--- src/rtl/uart_pkg.sv ---
// Shared constants, state encoding and STATUS register layout for the UART receiver.
package uart_pkg;

  localparam int OVERSAMPLE = 16;
  localparam int MID_TICK   = 7;

  typedef enum logic [1:0] {IDLE, START, DATA, STOP} rx_state_e;

  localparam logic [1:0] RXDATA_OFS = 2'd0;
  localparam logic [1:0] STATUS_OFS = 2'd1;

  localparam int ST_NEMPTY_BIT = 0;
  localparam int ST_OVR_BIT    = 1;
  localparam int ST_FERR_BIT   = 2;
  localparam int ST_COUNT_LSB  = 4;

  function automatic logic [31:0] pack_status(input logic [4:0] count, input logic ferr,
                                              input logic ovr, input logic nempty);
    logic [31:0] s;
    s = '0;
    s[ST_COUNT_LSB +: 5] = count;
    s[ST_FERR_BIT]       = ferr;
    s[ST_OVR_BIT]        = ovr;
    s[ST_NEMPTY_BIT]     = nempty;
    return s;
  endfunction

endpackage

--- src/rtl/uart_rx_mmio_if.sv ---
// Peripheral bus seen by the UART receiver: load/store strobes, data and the receive interrupt.
interface uart_rx_mmio_if #(
  parameter int DATA_WIDTH = 32
);
  logic                  sel;
  logic [1:0]            addr;
  logic                  re;
  logic                  we;
  logic [DATA_WIDTH-1:0] wdata;
  logic [DATA_WIDTH-1:0] rdata;
  logic                  rx_irq;

  modport master (output sel, addr, re, we, wdata, input rdata, rx_irq);
  modport slave  (input sel, addr, re, we, wdata, output rdata, rx_irq);
endinterface

--- src/rtl/uart_rx_fifo.sv ---
// Synchronous byte FIFO; a push into a full FIFO only succeeds when a pop frees a slot that cycle.
module uart_rx_fifo #(
  parameter int DEPTH = 4,
  localparam int AW   = $clog2(DEPTH),
  localparam int CW   = AW + 1
) (
  input  logic          clk_i,
  input  logic          reset_i,
  input  logic          push_i,
  input  logic          pop_i,
  input  logic [7:0]    din_i,
  output logic [7:0]    dout_o,
  output logic          empty_o,
  output logic          full_o,
  output logic [CW-1:0] count_o
);

  logic [7:0]    mem_q [DEPTH];
  logic [AW-1:0] wr_ptr_q, rd_ptr_q;
  logic [CW-1:0] count_q, count_d;
  logic          do_push, do_pop;

  assign empty_o = (count_q == '0);
  assign full_o  = (count_q == CW'(DEPTH));
  assign count_o = count_q;
  assign dout_o  = mem_q[rd_ptr_q];

  assign do_pop  = pop_i && !empty_o;
  assign do_push = push_i && (!full_o || do_pop);

  always_comb begin
    count_d = count_q;
    if (do_push && !do_pop)      count_d = count_q + 1'b1;
    else if (!do_push && do_pop) count_d = count_q - 1'b1;
  end

  always_ff @(posedge clk_i) begin
    if (reset_i) begin
      wr_ptr_q <= '0;
      rd_ptr_q <= '0;
      count_q  <= '0;
    end else begin
      if (do_push) wr_ptr_q <= wr_ptr_q + 1'b1;
      if (do_pop)  rd_ptr_q <= rd_ptr_q + 1'b1;
      count_q <= count_d;
    end
  end

  always_ff @(posedge clk_i) begin
    if (do_push) mem_q[wr_ptr_q] <= din_i;
  end

endmodule

--- src/rtl/uart_rx_mmio.sv ---
// Memory-mapped 8N1 UART receiver: 16x oversampling front end, byte FIFO and RXDATA/STATUS registers.
//
// state | meaning
// IDLE  | line idle, waiting for a low level on the synchronised input
// START | timing to mid start bit to reject glitches
// DATA  | sampling 8 data bits LSB first, one per 16 ticks
// STOP  | sampling stop bit, then push byte or flag framing error
module uart_rx_mmio
  import uart_pkg::*;
#(
  parameter int CLK_FREQ   = 50_000_000,
  parameter int BAUD       = 115200,
  parameter int FIFO_DEPTH = 4,
  parameter int DATA_WIDTH = 32
) (
  input  logic       clk_i,
  input  logic       reset_i,
  input  logic       uart_rx_i,
  uart_rx_mmio_if.slave bus
);

  localparam int DIV = CLK_FREQ / (BAUD * OVERSAMPLE);
  localparam int PW  = (DIV > 1) ? $clog2(DIV) : 1;
  localparam int CW  = $clog2(FIFO_DEPTH) + 1;

  logic          rx_meta_q, rx_s_q;
  rx_state_e     state_q;
  logic [PW-1:0] presc_q;
  logic [3:0]    tcnt_q;
  logic [2:0]    idx_q;
  logic [7:0]    shift_q;
  logic          push_q, ferr_evt_q;
  logic          tick;

  logic          ovr_q, ovr_d, ferr_q, ferr_d;
  logic [DATA_WIDTH-1:0] rdata_q, rdata_d;

  logic [7:0]    fifo_dout;
  logic          fifo_empty, fifo_full;
  logic [CW-1:0] fifo_count;
  logic          rd, wr, pop;

  always_ff @(posedge clk_i) begin
    if (reset_i) begin
      rx_meta_q <= 1'b1;
      rx_s_q    <= 1'b1;
    end else begin
      rx_meta_q <= uart_rx_i;
      rx_s_q    <= rx_meta_q;
    end
  end

  assign tick = (state_q != IDLE) && (presc_q == PW'(DIV - 1));

  always_ff @(posedge clk_i) begin
    if (reset_i) begin
      state_q    <= IDLE;
      presc_q    <= '0;
      tcnt_q     <= '0;
      idx_q      <= '0;
      shift_q    <= '0;
      push_q     <= 1'b0;
      ferr_evt_q <= 1'b0;
    end else begin
      push_q     <= 1'b0;
      ferr_evt_q <= 1'b0;
      if (state_q == IDLE || tick) presc_q <= '0;
      else                         presc_q <= presc_q + 1'b1;
      case (state_q)
        IDLE: begin
          if (!rx_s_q) begin
            state_q <= START;
            tcnt_q  <= '0;
          end
        end
        START: begin
          if (tick) begin
            if (tcnt_q == 4'(MID_TICK)) begin
              tcnt_q <= '0;
              idx_q  <= '0;
              state_q <= rx_s_q ? IDLE : DATA;
            end else begin
              tcnt_q <= tcnt_q + 4'd1;
            end
          end
        end
        DATA: begin
          if (tick) begin
            tcnt_q <= tcnt_q + 4'd1;
            if (tcnt_q == 4'(OVERSAMPLE - 1)) begin
              shift_q[idx_q] <= rx_s_q;
              idx_q          <= idx_q + 3'd1;
              if (idx_q == 3'd7) state_q <= STOP;
            end
          end
        end
        STOP: begin
          if (tick) begin
            tcnt_q <= tcnt_q + 4'd1;
            if (tcnt_q == 4'(OVERSAMPLE - 1)) begin
              state_q    <= IDLE;
              push_q     <= rx_s_q;
              ferr_evt_q <= !rx_s_q;
            end
          end
        end
        default: state_q <= IDLE;
      endcase
    end
  end

  uart_rx_fifo #(.DEPTH(FIFO_DEPTH)) u_fifo (
    .clk_i   (clk_i),
    .reset_i (reset_i),
    .push_i  (push_q),
    .pop_i   (pop),
    .din_i   (shift_q),
    .dout_o  (fifo_dout),
    .empty_o (fifo_empty),
    .full_o  (fifo_full),
    .count_o (fifo_count)
  );

  assign rd  = bus.sel && bus.re;
  assign wr  = bus.sel && bus.we;
  assign pop = rd && (bus.addr == RXDATA_OFS);

  // Flag set events take priority over a same-cycle write-1-to-clear.
  always_comb begin
    ovr_d  = ovr_q;
    ferr_d = ferr_q;
    if (wr && bus.addr == STATUS_OFS) begin
      if (bus.wdata[ST_OVR_BIT])  ovr_d  = 1'b0;
      if (bus.wdata[ST_FERR_BIT]) ferr_d = 1'b0;
    end
    if (push_q && fifo_full && !pop) ovr_d  = 1'b1;
    if (ferr_evt_q)                  ferr_d = 1'b1;
  end

  always_comb begin
    rdata_d = rdata_q;
    if (rd) begin
      case (bus.addr)
        RXDATA_OFS: rdata_d = fifo_empty ? '0 : DATA_WIDTH'(fifo_dout);
        STATUS_OFS: rdata_d = DATA_WIDTH'(pack_status(5'(fifo_count), ferr_q, ovr_q, !fifo_empty));
        default:    rdata_d = '0;
      endcase
    end
  end

  always_ff @(posedge clk_i) begin
    if (reset_i) begin
      rdata_q <= '0;
      ovr_q   <= 1'b0;
      ferr_q  <= 1'b0;
    end else begin
      rdata_q <= rdata_d;
      ovr_q   <= ovr_d;
      ferr_q  <= ferr_d;
    end
  end

  assign bus.rdata  = rdata_q;
  assign bus.rx_irq = !fifo_empty;

  logic unused_wdata;
  assign unused_wdata = ^{bus.wdata[DATA_WIDTH-1:3], bus.wdata[0]};

endmodule

--- src/flat_wrapper.sv ---
// flat-port wrapper written by rule: the top's interface ports become plain ports
module uart_rx_mmio_flat import uart_pkg::*;
#(
  parameter int CLK_FREQ   = 50_000_000,
  parameter int BAUD       = 115200,
  parameter int FIFO_DEPTH = 4,
  parameter int DATA_WIDTH = 32
)
  (clk_i, reset_i, uart_rx_i, bus_sel, bus_addr, bus_re, bus_we, bus_wdata, bus_rdata, bus_rx_irq);
  uart_rx_mmio_if #(.DATA_WIDTH(DATA_WIDTH)) bus_i ();
  input  logic clk_i;
  input  logic reset_i;
  input  logic uart_rx_i;
  input wire logic [$bits(bus_i.sel)-1:0] bus_sel;
  input wire logic [$bits(bus_i.addr)-1:0] bus_addr;
  input wire logic [$bits(bus_i.re)-1:0] bus_re;
  input wire logic [$bits(bus_i.we)-1:0] bus_we;
  input wire logic [$bits(bus_i.wdata)-1:0] bus_wdata;
  output wire logic [$bits(bus_i.rdata)-1:0] bus_rdata;
  output wire logic [$bits(bus_i.rx_irq)-1:0] bus_rx_irq;
  assign bus_i.sel = bus_sel;
  assign bus_i.addr = bus_addr;
  assign bus_i.re = bus_re;
  assign bus_i.we = bus_we;
  assign bus_i.wdata = bus_wdata;
  assign bus_rdata = bus_i.rdata;
  assign bus_rx_irq = bus_i.rx_irq;
  uart_rx_mmio #(.CLK_FREQ(CLK_FREQ), .BAUD(BAUD), .FIFO_DEPTH(FIFO_DEPTH), .DATA_WIDTH(DATA_WIDTH)) u_core (.clk_i(clk_i), .reset_i(reset_i), .uart_rx_i(uart_rx_i), .bus(bus_i));
endmodule
--- config.mk ---
export PLATFORM = sky130hd
export DESIGN_NAME = uart_rx_mmio_flat
export DESIGN_NICKNAME = d
export VERILOG_FILES = /design/src/rtl/uart_pkg.sv /design/src/rtl/uart_rx_mmio_if.sv /design/src/rtl/uart_rx_fifo.sv /design/src/rtl/uart_rx_mmio.sv /design/src/flat_wrapper.sv
export SDC_FILE = /design/constraint.sdc
export NUM_CORES = 1
export LEC_CHECK = 0
export ABC_AREA = 1
export CAP_MARGIN = 20
export CORE_ASPECT_RATIO = 1.1
export CORE_MARGIN = 8
export CORE_UTILIZATION = 55
export CTS_CLUSTER_DIAMETER = 50
export DETAILED_ROUTE_END_ITERATION = 7
export PLACE_DENSITY = 0.84
export SLEW_MARGIN = 15
export SYNTH_ARGS = -nofsm -noshare
export SYNTH_HDL_FRONTEND = slang
export SYNTH_SLANG_ARGS = --single-unit
--- constraint.sdc ---
create_clock -name clk_i -period 4.75 [get_ports clk_i]
set_input_delay 0.95 -clock clk_i [delete_from_list [all_inputs] [get_ports clk_i]]
set_output_delay 0.95 -clock clk_i [all_outputs]
set_load 0.03 [all_outputs]
**After elaboration in Yosys (flattened, before gate mapping)**

Memories as Yosys holds them, arrays and structs flattened. A register that Yosys moved wholly into a read port is not among the register bits.
Cells that the tools add are included.

- Flip-flop bits (word level): 67
- RAM bits: 32
- Input port bits: 40
- Word-level logic and storage cells: 122
- Memories kept: 1

Memories:

| name | words | bits a word | rd ports | clocked after Yosys merged registers in | wr ports | RTL line | RTL |
|---|---|---|---|---|---|---|---|
| u_core.u_fifo.mem_q | 4 | 8 | 1 | 1 | 1 | uart_rx_fifo.sv:18 | `logic [7:0] mem_q [DEPTH];` |

- $add $sub $neg: 7
- Order comparisons: 2
- Equal/unequal tests: 18
- Mux-type cells: 37
- Bitwise logic cells: 3
- Reductions and logical operators: 39

Operator list:

| operator | count |
|---|---|
| one-hot mux 32 bit (2 select lines) | 1 |
| two-way mux 2 bit | 11 |
| two-way mux 3 bit | 6 |
| two-way mux 4 bit | 4 |
| inequality test 2 x 1 -> 1 bit (second input constant) | 8 |
| nonzero test 2 bit | 7 |
| logical AND 1 bit | 12 |
| one-hot mux 4 bit (3 select lines) | 1 |
| two-way mux 1 bit | 9 |
| bitwise mux 8 bit | 1 |
| two-way mux 8 bit | 1 |
| one-hot mux 2 bit (4 select lines) | 1 |
| AND reduction 8 bit | 1 |
| adder 3 x 1 -> 3 bit (second input constant) | 2 |
| equality test 3 bit (second input constant) | 2 |
| logical NOT 1 bit | 6 |
| one-hot mux 3 bit (2 select lines) | 1 |
| AND reduction 3 bit | 2 |
| adder 5 x 1 -> 5 bit (second input constant) | 1 |
| equality test 5 bit (second input constant) | 1 |
| AND reduction 5 bit | 1 |
| adder 2 x 1 -> 2 bit (second input constant) | 2 |
| adder 4 x 1 -> 4 bit (second input constant) | 1 |
| equality test 2 x 1 -> 1 bit (second input constant) | 2 |
| 15 further kinds | 22 |

**Depth between registers and ports, before layout**

- Depth in word-level cells: 9
- Depth in mapped cells: 15
- Mapped depth without buffers: 15

**Hierarchy**

From an unflattened synthesis, not the netlist that was laid out.

- Cell total of the unflattened synthesis: 409
- Area, all modules: 3593.4 µm²

Modules (own cells, without submodules):

| module | instances | cells each | area each (µm²) | seq. area each (µm²) |
|---|---|---|---|---|
| uart_rx_mmio | 1 | 261 | 1890.6 | 720.7 |
| uart_rx_fifo | 1 | 148 | 1702.9 | 1141.1 |

**Least setup slack after synthesis**

OpenSTA, ideal clock, no wires.

- Path kind: input to register
- Start point: in bus_addr[1]
- End point: reg u_core.u_fifo.count_q[2], in the netlist u_core.u_fifo.count_o[2]
- Setup time: 122 ps
- Arrival time: 2518 ps
- Required time: 4628 ps
- Slack: 2109 ps
- Stages on the path: 14
- Buffers on the path: 0
- Cells stage by stage: inv_1 -> nand2_2 -> nor2_4 -> nand2_2 -> nand2_2 -> nand2_4 -> inv_2 -> ha_1 -> inv_1 -> fa_1 -> a21oi_1 -> o21ai_0 -> o21ai_0 -> a21oi_1

- Longest elaborated chain between the ends: 8
- Elaborated cells on any way between the ends: 11
- Those cells by class: mux (1); reduce/logical (10)

Ends and longest elaborated chain:

| item | RTL line | RTL |
|---|---|---|
| from (decl) | flat_wrapper.sv:15 | `input wire logic [$bits(bus_i.addr)-1:0] bus_addr;` |
| logical NOT 2 bit * | uart_rx_mmio.sv:126 | `assign pop = rd && (bus.addr == RXDATA_OFS);` |
| logical AND 1 bit * | uart_rx_mmio.sv:126 |  |
| logical AND 1 bit * | uart_rx_fifo.sv:28 | `assign do_pop = pop_i && !empty_o;` |
| logical OR 1 bit | uart_rx_fifo.sv:29 | `assign do_push = push_i && (!full_o \|\| do_pop);` |
| logical AND 1 bit | uart_rx_fifo.sv:29 |  |
| logical NOT 1 bit | uart_rx_fifo.sv:34 | `else if (!do_push && do_pop) count_d = count_q - 1'b1;` |
| logical AND 1 bit | uart_rx_fifo.sv:34 |  |
| nonzero test 2 bit (no line) | -- |  |
| to (signal assigned) | uart_rx_fifo.sv:45 | `count_q <= count_d;` |
| to (decl) | uart_rx_fifo.sv:20 | `logic [CW-1:0] count_q, count_d;` |

Mark *: on every way between the ends. The rest lies on a longest branch, timed or not.
A chain may end at the register's enable or synchronous reset.

**Worst setup path in the final report**

- Start point: in bus_sel
- End point: reg u_core.u_fifo.count_q[2], in the netlist u_core.u_fifo.count_o[2]

- Longest elaborated chain between the ends: 8
- Elaborated cells on any way between the ends: 11
- Those cells by class: mux (1); reduce/logical (10)

Ends and longest elaborated chain:

| item | RTL line | RTL |
|---|---|---|
| from (decl) | flat_wrapper.sv:14 | `input wire logic [$bits(bus_i.sel)-1:0] bus_sel;` |
| logical AND 1 bit * | uart_rx_mmio.sv:124 | `assign rd = bus.sel && bus.re;` |
| logical AND 1 bit * | uart_rx_mmio.sv:126 |  |
| logical AND 1 bit * | uart_rx_fifo.sv:28 |  |
| logical OR 1 bit | uart_rx_fifo.sv:29 |  |
| logical AND 1 bit | uart_rx_fifo.sv:29 |  |
| logical NOT 1 bit | uart_rx_fifo.sv:34 |  |
| logical AND 1 bit | uart_rx_fifo.sv:34 |  |
| nonzero test 2 bit (no line) | -- |  |

Marked as above.

==> insert_results.sql <==
INSERT INTO impl_metrics (metric_group, metric, value, unit) VALUES
('outcome', 'outcome', 'finished clean', ''),
('logic_synthesis', 'netlist_area', '0.00367', 'mm^2'),
('worst_hold_path', 'holdCritStartpoint', 'u_core.rx_meta_q$_SDFF_PP1_', ''),
('grt', 'number_of_global_route_vias_before_repair', '2687', ''),
('place', 'hpwlAfterDp', '4930', 'um'),
('logic_synthesis', 'netlist.top_cell.by_area', 'sky130_fd_sc_hd__edfxtp_1', ''),
('timing', 'timing_hold_violations_final', '0', ''),
('clocking', 'cts.sinks', '77', ''),
('job', 'max_cap_violations', '0', ''),
('routing', 'routedWlPerCell', '13.4', 'um'),
('worst_setup_path', 'timing.critical_path.arrival', '3350', 'ps'),
('clocking', 'post_cts.resized_instances', '0', ''),
('timing', 'grt_setup_unrepaired', 'no', ''),
('worst_setup_path', 'critical_path_class', 'in2reg', ''),
('logic_synthesis', 'synth_top_cells_by_count', 'sky130_fd_sc_hd__nand2_1, sky130_fd_sc_hd__nor2_1, sky130_fd_sc_hd__dfxtp_1', ''),
('power_and_ir_drop', 'power_frac_clock', '37.6', '%'),
('worst_setup_path', 'worst_r2r_startpoint', 'u_core.u_fifo.count_o[0]$_SDFFE_PP0P_', ''),
('worst_setup_path', 'reg2reg_depth', '15', ''),
('grt', 'track_usage', '15.7', '%'),
('logic_synthesis', 'count_of_flip_flops_with_a_built_in_enable_after_synthesis', '32', ''),
('clocking', 'cts_setup_buffers', '0', ''),
('worst_setup_path', 'timing.critical_path.from_type', 'input port', ''),
('routing', 'dr_total_vias', '2609', ''),
('grt', 'grt_antenna_before_repair', '0', ''),
('cells_and_area', 'nNetsFinal', '483', ''),
('timing', 'post-route-period-util', '65.6', '%'),
('cells_and_area', 'final_layout_size_suffix_gt1_share', '12.3', '%'),
('power_and_ir_drop', 'p_switching', '0.505', 'mW'),
('cells_and_area', 'final-instance-count-excl-fill', '514', ''),
('cells_and_area', 'flow.area_growth_from_synthesis', '11.5', '%'),
('worst_setup_path', 'timing.critical_path.to_type', 'flip-flop', ''),
('logic_synthesis', 'async_reset_ff_share', '0', '%'),
('clocking', 'cts_made_buffers', '9', ''),
('routing', 'detail_route.vias_per_cell', '5.08', ''),
('die', 'fp-row-count', '31', ''),
('clocking', 'clock_insertion_delay_worst_skew', '350', 'ps'),
('power_and_ir_drop', 'power_density', '422', 'mW/mm^2'),
('place', 'routabilityCongestion', '0.838', ''),
('timing', 'final.min_clock_period', '3110', 'ps'),
('die', 'initial_utilization', '56.3', '%'),
('logic_synthesis', 'synth.lib_cells_used.distinct', '36', ''),
('clocking', 'clockRootBuffer', 'sky130_fd_sc_hd__clkbuf_8', ''),
('logic_synthesis', 'synth.avg_cell_area', '8.99', 'um^2'),
('power_and_ir_drop', 'irDropWorstVdd', '0.299', 'mV'),
('logic_synthesis', 'syn_inst', '408', ''),
('logic_synthesis', 'yosysSeqAreaShare', '50.8', '%'),
('logic_synthesis', 'synth-seq-cells', '77', ''),
('routing', 'finalWirelength', '6880', 'um'),
('clocking', 'ctsHtreeMaxLevel', '3', ''),
('grt', 'grt_pass1_wl', '11700', 'um'),
('die', 'io-pin-count', '73', ''),
('place', 'placement.io_buffers', '18', ''),
('cells_and_area', 'antenna_cells', '0', ''),
('place', 'place.detailed.instances', '498', ''),
('die', 'core_area', '0.00652', 'mm^2'),
('timing', 'top_achievable_clock_speed', '0.321', 'GHz'),
('worst_hold_path', 'worst_hold_path.num_cells', '1', ''),
('die', 'fp.dieArea', '0.00954', 'mm^2'),
('power_and_ir_drop', 'power_leakage', '1.62', 'nW'),
('worst_hold_path', 'hold_path_class', 'reg2reg', ''),
('timing', 'slew_violations', '0', ''),
('worst_hold_path', 'worst_min_delay_path_endpoint', 'u_core.rx_s_q$_SDFF_PP1_', ''),
('routing', 'drt_first_iter_violations', '114', ''),
('grt', 'largest_net_degree_at_the_start_of_global_routing', '22', ''),
('routing', 'drtPass1Iterations', '4', ''),
('clocking', 'clockBufferDepth', '2', ''),
('routing', 'residual_drc', '0', ''),
('clocking', 'cts_tree', 'done', ''),
('cells_and_area', 'n_fill_cell', '538', ''),
('clocking', 'post_cts_hold_buffer_count', '0', ''),
('logic_synthesis', 'dominant_register_cell_in_the_synthesized_netlist', 'sky130_fd_sc_hd__dfxtp_1', '');
[worst max-delay path, cell delays in order]
cell,delay (ps)
sky130_fd_sc_hd__clkdlybuf4s50_1,480
sky130_fd_sc_hd__nand2_1,90
sky130_fd_sc_hd__inv_1,280
sky130_fd_sc_hd__nand2_2,170
sky130_fd_sc_hd__nand2_2,100
sky130_fd_sc_hd__nand2_4,70
sky130_fd_sc_hd__inv_2,70
sky130_fd_sc_hd__ha_1,130
sky130_fd_sc_hd__inv_1,70
sky130_fd_sc_hd__fa_1,420
sky130_fd_sc_hd__a21oi_1,140
sky130_fd_sc_hd__o21ai_0,120
sky130_fd_sc_hd__o21ai_0,180
sky130_fd_sc_hd__a21oi_1,60
[flip-flops by register name (all words and copies together), names as in the netlist, named ones only]
signal	count
u_core.u_fifo.mem_q	32
u_core.state_q	1
u_core.rx_s_q	1
u_core.shift_q	8
u_core.u_fifo.count_o	3
u_core.push_q	1
u_core.bus.rdata	8
u_core.ovr_q	1
u_core.ferr_evt_q	1
u_core.ferr_q	1
u_core.tcnt_q	4
u_core.idx_q	3
u_core.u_fifo.rd_ptr_q	2
u_core.u_fifo.wr_ptr_q	2
u_core.rx_meta_q	1
u_core.presc_q	5
[power by group through the flow]
stage | sequential (mW) | clock (mW) | combinational (mW)
final | 0.733 | 0.649 | 0.344
after global routing | 0.738 | 0.688 | 0.386
after CTS | 0.733 | 0.657 | 0.345
after detailed placement | 0.748 | 0 | 0.342
after global placement | 0.746 | 0 | 0.330
after floorplan | 0.748 | 0 | 0.289
[cell families after synthesis]
kind of cell    synth area share [%]
fa+ha+maj                       5.66
other cells                    0.102
buf+inv                         10.5
xor+xnor                       0.239
compound gates                  11.3
simple gates                    21.5
flops                           50.8
[final cells by class]
type	instances	area (um^2)	area share, %
clock buffers	9	124	3.03
multi-input cells	277	1510	36.9
repair buffers	18	180	4.41
clock inverters	7	146	3.58
inverters	44	165	4.04
flip-flops and latches	77	1860	45.5
well taps	82	103	2.51
[metal layers]
layer,part of all wire (%),GRT usage [%]
met5,0,0
met4,2.4,8.42
met2,52,28.4
met3,6.0,4.82
met1,39,15.6
[placed cells by master (no fill, tap or decap), types with 10 or more instances in the layout]
cell type	netlist	final
sky130_fd_sc_hd__edfxtp_1	32	32
sky130_fd_sc_hd__nand3_1	10	10
sky130_fd_sc_hd__conb_1	1	24
sky130_fd_sc_hd__nor2_1	55	55
sky130_fd_sc_hd__nand2_1	55	55
sky130_fd_sc_hd__inv_2	10	10
sky130_fd_sc_hd__o21ai_0	32	32
sky130_fd_sc_hd__a21oi_1	26	26
sky130_fd_sc_hd__ha_1	15	15
sky130_fd_sc_hd__inv_1	34	34
sky130_fd_sc_hd__dfxtp_1	45	45
sky130_fd_sc_hd__clkdlybuf4s50_1	0	18
[worst max-delay path by stage]
stage / start / end / slack, ps / depth (start not counted)
3_3_place_gp: bus_sel / u_core.u_fifo.count_o[2]$_SDFFE_PP0P_ / 1350 / 14
4_1_cts: bus_sel / u_core.u_fifo.count_o[2]$_SDFFE_PP0P_ / 1630 / 14
6_report: bus_sel / u_core.u_fifo.count_o[2]$_SDFFE_PP0P_ / 1640 / 14
2_1_floorplan: bus_addr[1] / u_core.u_fifo.count_o[2]$_SDFFE_PP0P_ / 2110 / 14
3_5_place_dp: bus_sel / u_core.u_fifo.count_o[2]$_SDFFE_PP0P_ / 1270 / 14
5_1_grt: bus_sel / u_core.u_fifo.count_o[2]$_SDFFE_PP0P_ / 1390 / 14
[metrics by stage]
step                      total power [mW]  util, %  hold WS (ps)  setup slack, ps  cell area, um^2
after floorplan                       1.04        -           389             2110             3750
after global placement                1.08     58.6           394             1350             3820
after detailed placement              1.09     58.6           402             1270             3820
after CTS                             1.73     62.7           417             1630             4090
after global routing                  1.81     62.7           441             1390             4090
final                                 1.73     62.7           415             1640             4090
Power figures use the tool's default switching activity.
==> patch 1 (config.mk and constraints unchanged) <==
Re-encode `rx_state_e` (4 states) as one-hot, 4 bits wide.
--- a/src/rtl/uart_pkg.sv
+++ b/src/rtl/uart_pkg.sv
@@ -4,7 +4,7 @@
   localparam int OVERSAMPLE = 16;
   localparam int MID_TICK   = 7;
 
-  typedef enum logic [1:0] {IDLE, START, DATA, STOP} rx_state_e;
+  typedef enum logic [3:0] {IDLE = 4'b0001, START = 4'b0010, DATA = 4'b0100, STOP = 4'b1000} rx_state_e;
 
   localparam logic [1:0] RXDATA_OFS = 2'd0;
   localparam logic [1:0] STATUS_OFS = 2'd1;
Function: same outputs for any inputs over 10 cycles, from zero or initial values and one cycle with reset_i high; not proved beyond that.
==> patch 1 against the original RTL <==
Setup slack worse by 140 ps; total power is 9.5% lower; synthesized cell count is 5.1% higher; area after synthesis is 0.65% higher; worst hold slack worse by 3.1 ps; critical path depth stayed put; wire length is 4.1% higher; cell area is 2.0% lower; global-route usage is 0.20 points higher; sequential power is 3.8% higher; sequential cell count is 2 higher; largest cell class unchanged.
==> patch 1: results (changes against the original RTL) <==
* Status: finished clean
* Hold WC Path Type: flip-flop to flip-flop
* WL final at 7160 um (+4.1%)
* Synth cell count leaders: 75 x nand2_1, 56 x nor2_1, 47 x dfxtp_1, 43 x inv_1, 32 x edfxtp_1
* Initial antenna violation count at 0 (unchanged)
* Synth top area cells: edfxtp_1 26%, dfxtp_1 25%, nand2_1 7.6%, nor2_1 5.7%, buf_4 4.9%
* Ys Warns at 0 (unchanged)
* Routability Congestion at 0.810 (-3.4%)
* Routing usage on met3 at 3.23% (-1.6 points)
* Metal-1 WL at 2830 um (+5.2%)
* Final net count at 498 (+3.1%)
* Flops & latches, synth at 79 (+2.6%)
* # resized after CTS at 0 (unchanged)
* Multi-input logic portion of the cell area at 36.8% (-0.14 points)
* Metal2 WL at 3840 um (+6.5%)
* # clk buffers at 12 (+3)
* Non-CTS inverters at 44 (unchanged)
* Sequential cell area share at 47.4% (+1.9 points)
* Hold_ws at 412 ps (-3.14 ps)
* Largest net degree at the start of global routing at 24 (+9.1%)
* Multi-input gate count at 295 (+6.5%)
* Clk Latency, worst-skew pair at 350 ps (about the same)
* Share of cells above drive strength 1 at 5.75% (-6.5 points)
* CTS HTree Levels at 3 (unchanged)
* ClkCell Share at 4.62% (-2.0 points)
* Max IR drop VDD at 0.217 mV (-27%)
* Met1 Use GR at 16.5% (+0.95 points)
* Seq/Total Area, Yosys at 51.5% (+0.76 points)
* Largest register FFs at 32 (unchanged)
* Static leakage at 1.55 nW (-4.3%)
* Fillers at 554 (+3.0%)
* Fraction of registers with async set or reset after synthesis at 0% (unchanged)
* Critical Path AT at 3480 ps (+130 ps)
* Signal buf overhead at 4.49% (+0.088 points)
* Reg2Reg Depth at 10 (-5)
* Met3 Wirelength at 404 um (-2.7%)
* Crit path launch: bus_sel
* Via count at 2801 (+7.4%)
* Routing usage on met2 at 29.5% (+1.1 points)
* Worst-Margin Slew at 867 ps (+98.8 ps)
* DP HPWL at 5050 um (+2.3%)
* CTS Buf Count at 9 (unchanged)
* Reg2Reg Setup Slack at 2420 ps (+110 ps)
* Initial DRC Count at 147 (+29%)
* R2r startpoint: u_core.u_fifo.count_o[1]$_SDFFE_PP0P_
* Clock skew at 13.7 ps (+5.93 ps)
* Library cells used by synthesis at 31 (-14%)
* GRT Util Overall at 15.9% (+0.20 points)
* Global-route wire length before repair at 12200 um (+4.2%)
## patch 1: power by group
| part | switching (mW) | internal [mW] | leakage, nW |
|---|---|---|---|
| Sequential | 0.0299 | 0.731 | 0.678 |
| Clock | 0.231 | 0.248 | 0.0981 |
| Combinational | 0.222 | 0.102 | 0.771 |
| Total | 0.482 | 1.08 | 1.55 |
## patch 1: through the flow
stage | total power, mW | cells | instance area, um^2 | util (%) | worst slack (ps)
detailed placement | 1.09 | 518 | 3820 | 58.3 | 1130
CTS | 1.57 | 534 | 4010 | 61.2 | 1500
floorplan | 1.04 | 452 | 3780 | - | 2170
finish | 1.56 | 534 | 4010 | 61.2 | 1490
global placement | 1.08 | 518 | 3820 | 58.3 | 1240
global route | 1.65 | 534 | 4010 | 61.2 | 1270
## patch 1: cell families after synthesis
group / share of synthesized area [%]
flip-flops: 51.5
other: 0.102
buffers and inverters: 10.9
AND/OR/NAND/NOR: 22.1
XOR/XNOR: 0.949
adder cells (fa/ha/maj): 3.93
AO/OA/AOI/OAI: 10.5
==> patch 2 (config.mk and constraints unchanged) <==
Made on the original files. Change the package constant `OVERSAMPLE` from 16 to 32.
--- a/src/rtl/uart_pkg.sv
+++ b/src/rtl/uart_pkg.sv
@@ -1,7 +1,7 @@
 // Shared constants, state encoding and STATUS register layout for the UART receiver.
 package uart_pkg;
 
-  localparam int OVERSAMPLE = 16;
+  localparam int OVERSAMPLE = 32;
   localparam int MID_TICK   = 7;
 
   typedef enum logic [1:0] {IDLE, START, DATA, STOP} rx_state_e;
Function: same outputs for any inputs over 10 cycles, from zero or initial values and one cycle with reset_i high; that may be too few to reach the edited logic, so the function may still have changed.
==> patch 2 against the original RTL <==
Sequential cell count fell by 1; first-iteration DRC count grew 50%; cell area fell by 5.3%; fmax is 1.4% lower; area after synthesis shrank 4.1%; combinational power shrank 11%; total power decreased by 13%; clock power shrank 26%; wire length shrank 4.2%; setup slack got worse by 45 ps; largest cell class unchanged; largest power group unchanged.
==> patch 2: results (changes against the original RTL) <==
* Wire per inst at 13.3 um (-0.31%)
* Via count at 2586 (-0.88%)
* Signal buf overhead at 4.65% (+0.24 points)
* EDFF count, synth at 32 (unchanged)
* Seq/Total Area, Yosys at 52.3% (+1.6 points)
* Sequential cell area share at 47.5% (+2.0 points)
* Static leakage at 1.59 nW (-1.7%)
* Routability Congestion at 0.883 (+5.4%)
* Clock buffer depth at 2 (unchanged)
* CTS Root Buffer Type: clkbuf_8
* CTS Buf Count at 9 (unchanged)
* Sw frac at 30.0% (+0.69 points)
* Placed cell area at 3670 um^2 (-3.8%)
* Critical Path AT at 3390 ps (+40 ps)
* Initial DRC Count at 171 (+50%)
* Pre-CTS WS at 1230 ps (-39.5 ps)
* Number of non-clock buffers at 18 (unchanged)
* Multi-input gate count at 260 (-6.1%)
* Met3 Wirelength at 376 um (-9.4%)
* DRT Pass-1 Iters at 4 (unchanged)
* Clk Latency, worst-skew pair at about 340 ps
* # Post-CTS Setup Buffers at 0 (unchanged)
* Library cells used by synthesis at 35 (-2.8%)
* GRT Util Overall at 14.4% (-1.3 points)
* Sequential Power at 0.720 mW (-2%)
* Status: finished clean
* Routing usage on met3 at 3.14% (-1.7 points)
* Largest net degree at the start of global routing at 27 (+23%)
* Placed insts at 478 (-4.0%)
* Hold WC Path Type: flip-flop to flip-flop
* Worst-Margin Slew at 788 ps (+19.4 ps)
* Metal2 WL at 3400 um (-5.6%)
* Metal-1 WL at 2680 um (-0.67%)
* Met1 Use GR at 15.7% (+0.18 points)
* ClkCell Share at 5.20% (-1.4 points)
* Synth top area cells: edfxtp_1 27%, dfxtp_1 25%, ha_1 5.3%, nand2_1 5.3%, buf_4 5.1%
* Int Pwr at 1.06 mW (-14%)
* Reg area at 1840 um^2 (-1.1%)
* Initial antenna violation count at 0 (unchanged)
* Clock skew at 7.05 ps (-0.722 ps)
* Synth cell count leaders: 50 x nand2_1, 46 x nor2_1, 44 x dfxtp_1, 37 x inv_1, 32 x edfxtp_1
* Largest register FFs at 32 (unchanged)
* DP HPWL at 4780 um (-3.1%)
* Combinational power at 0.305 mW (-11%)
* Fraction of registers with async set or reset after synthesis at 0% (unchanged)
* # clk buffers at 16 (+7)
* Most flops, register: u_core.u_fifo.mem_q
* Final net count at 465 (-3.7%)
* Fillers at 491 (-8.7%)
* Global-route wire length before repair at 10800 um (-8.1%)
* Clock Sinks at 76 (-1.3%)
* Share of cells above drive strength 1 at 8.21% (-4.1 points)
* Multi-input gate area at 1390 um^2 (-8.2%)
* WL final at 6590 um (-4.2%)
* Routing usage on met2 at 25.4% (-3.0 points)
* Tapcell Cnt at 80 (-2.4%)
* Max IR drop VDD at 0.238 mV (-20%)
* Largest fanout on the critical path at 13 (unchanged)
* Vias in the first global route at 2419 (-10%)
* Cells after Synth at 389 (-4.7%)
-- patch 2: worst paths after layout --
path | start | to | slack (ps) | depth (start not counted)
worst max-delay path | bus_sel | u_core.u_fifo.count_o[2]$_SDFFE_PP0P_ | 1590 | 14
worst min-delay path | u_core.rx_meta_q$_SDFF_PP1_ | u_core.rx_s_q$_SDFF_PP1_ | 410 | 1
worst max register to register | u_core.u_fifo.count_o[0]$_SDFFE_PP0P_ | u_core.u_fifo.count_o[2]$_SDFFE_PP0P_ | 2570 | 11
worst min register to register | u_core.rx_meta_q$_SDFF_PP1_ | u_core.rx_s_q$_SDFF_PP1_ | 410 | 1
-- patch 2: cell families after synthesis --
| kind of cell | share of synthesized area, % |
|---|---|
| AND/OR/NAND/NOR | 18.2 |
| XOR/XNOR | 0.249 |
| flip-flops | 52.3 |
| adder cells (fa/ha/maj) | 5.90 |
| other | 0.107 |
| AO/OA/AOI/OAI | 12.4 |
| buffers and inverters | 10.8 |
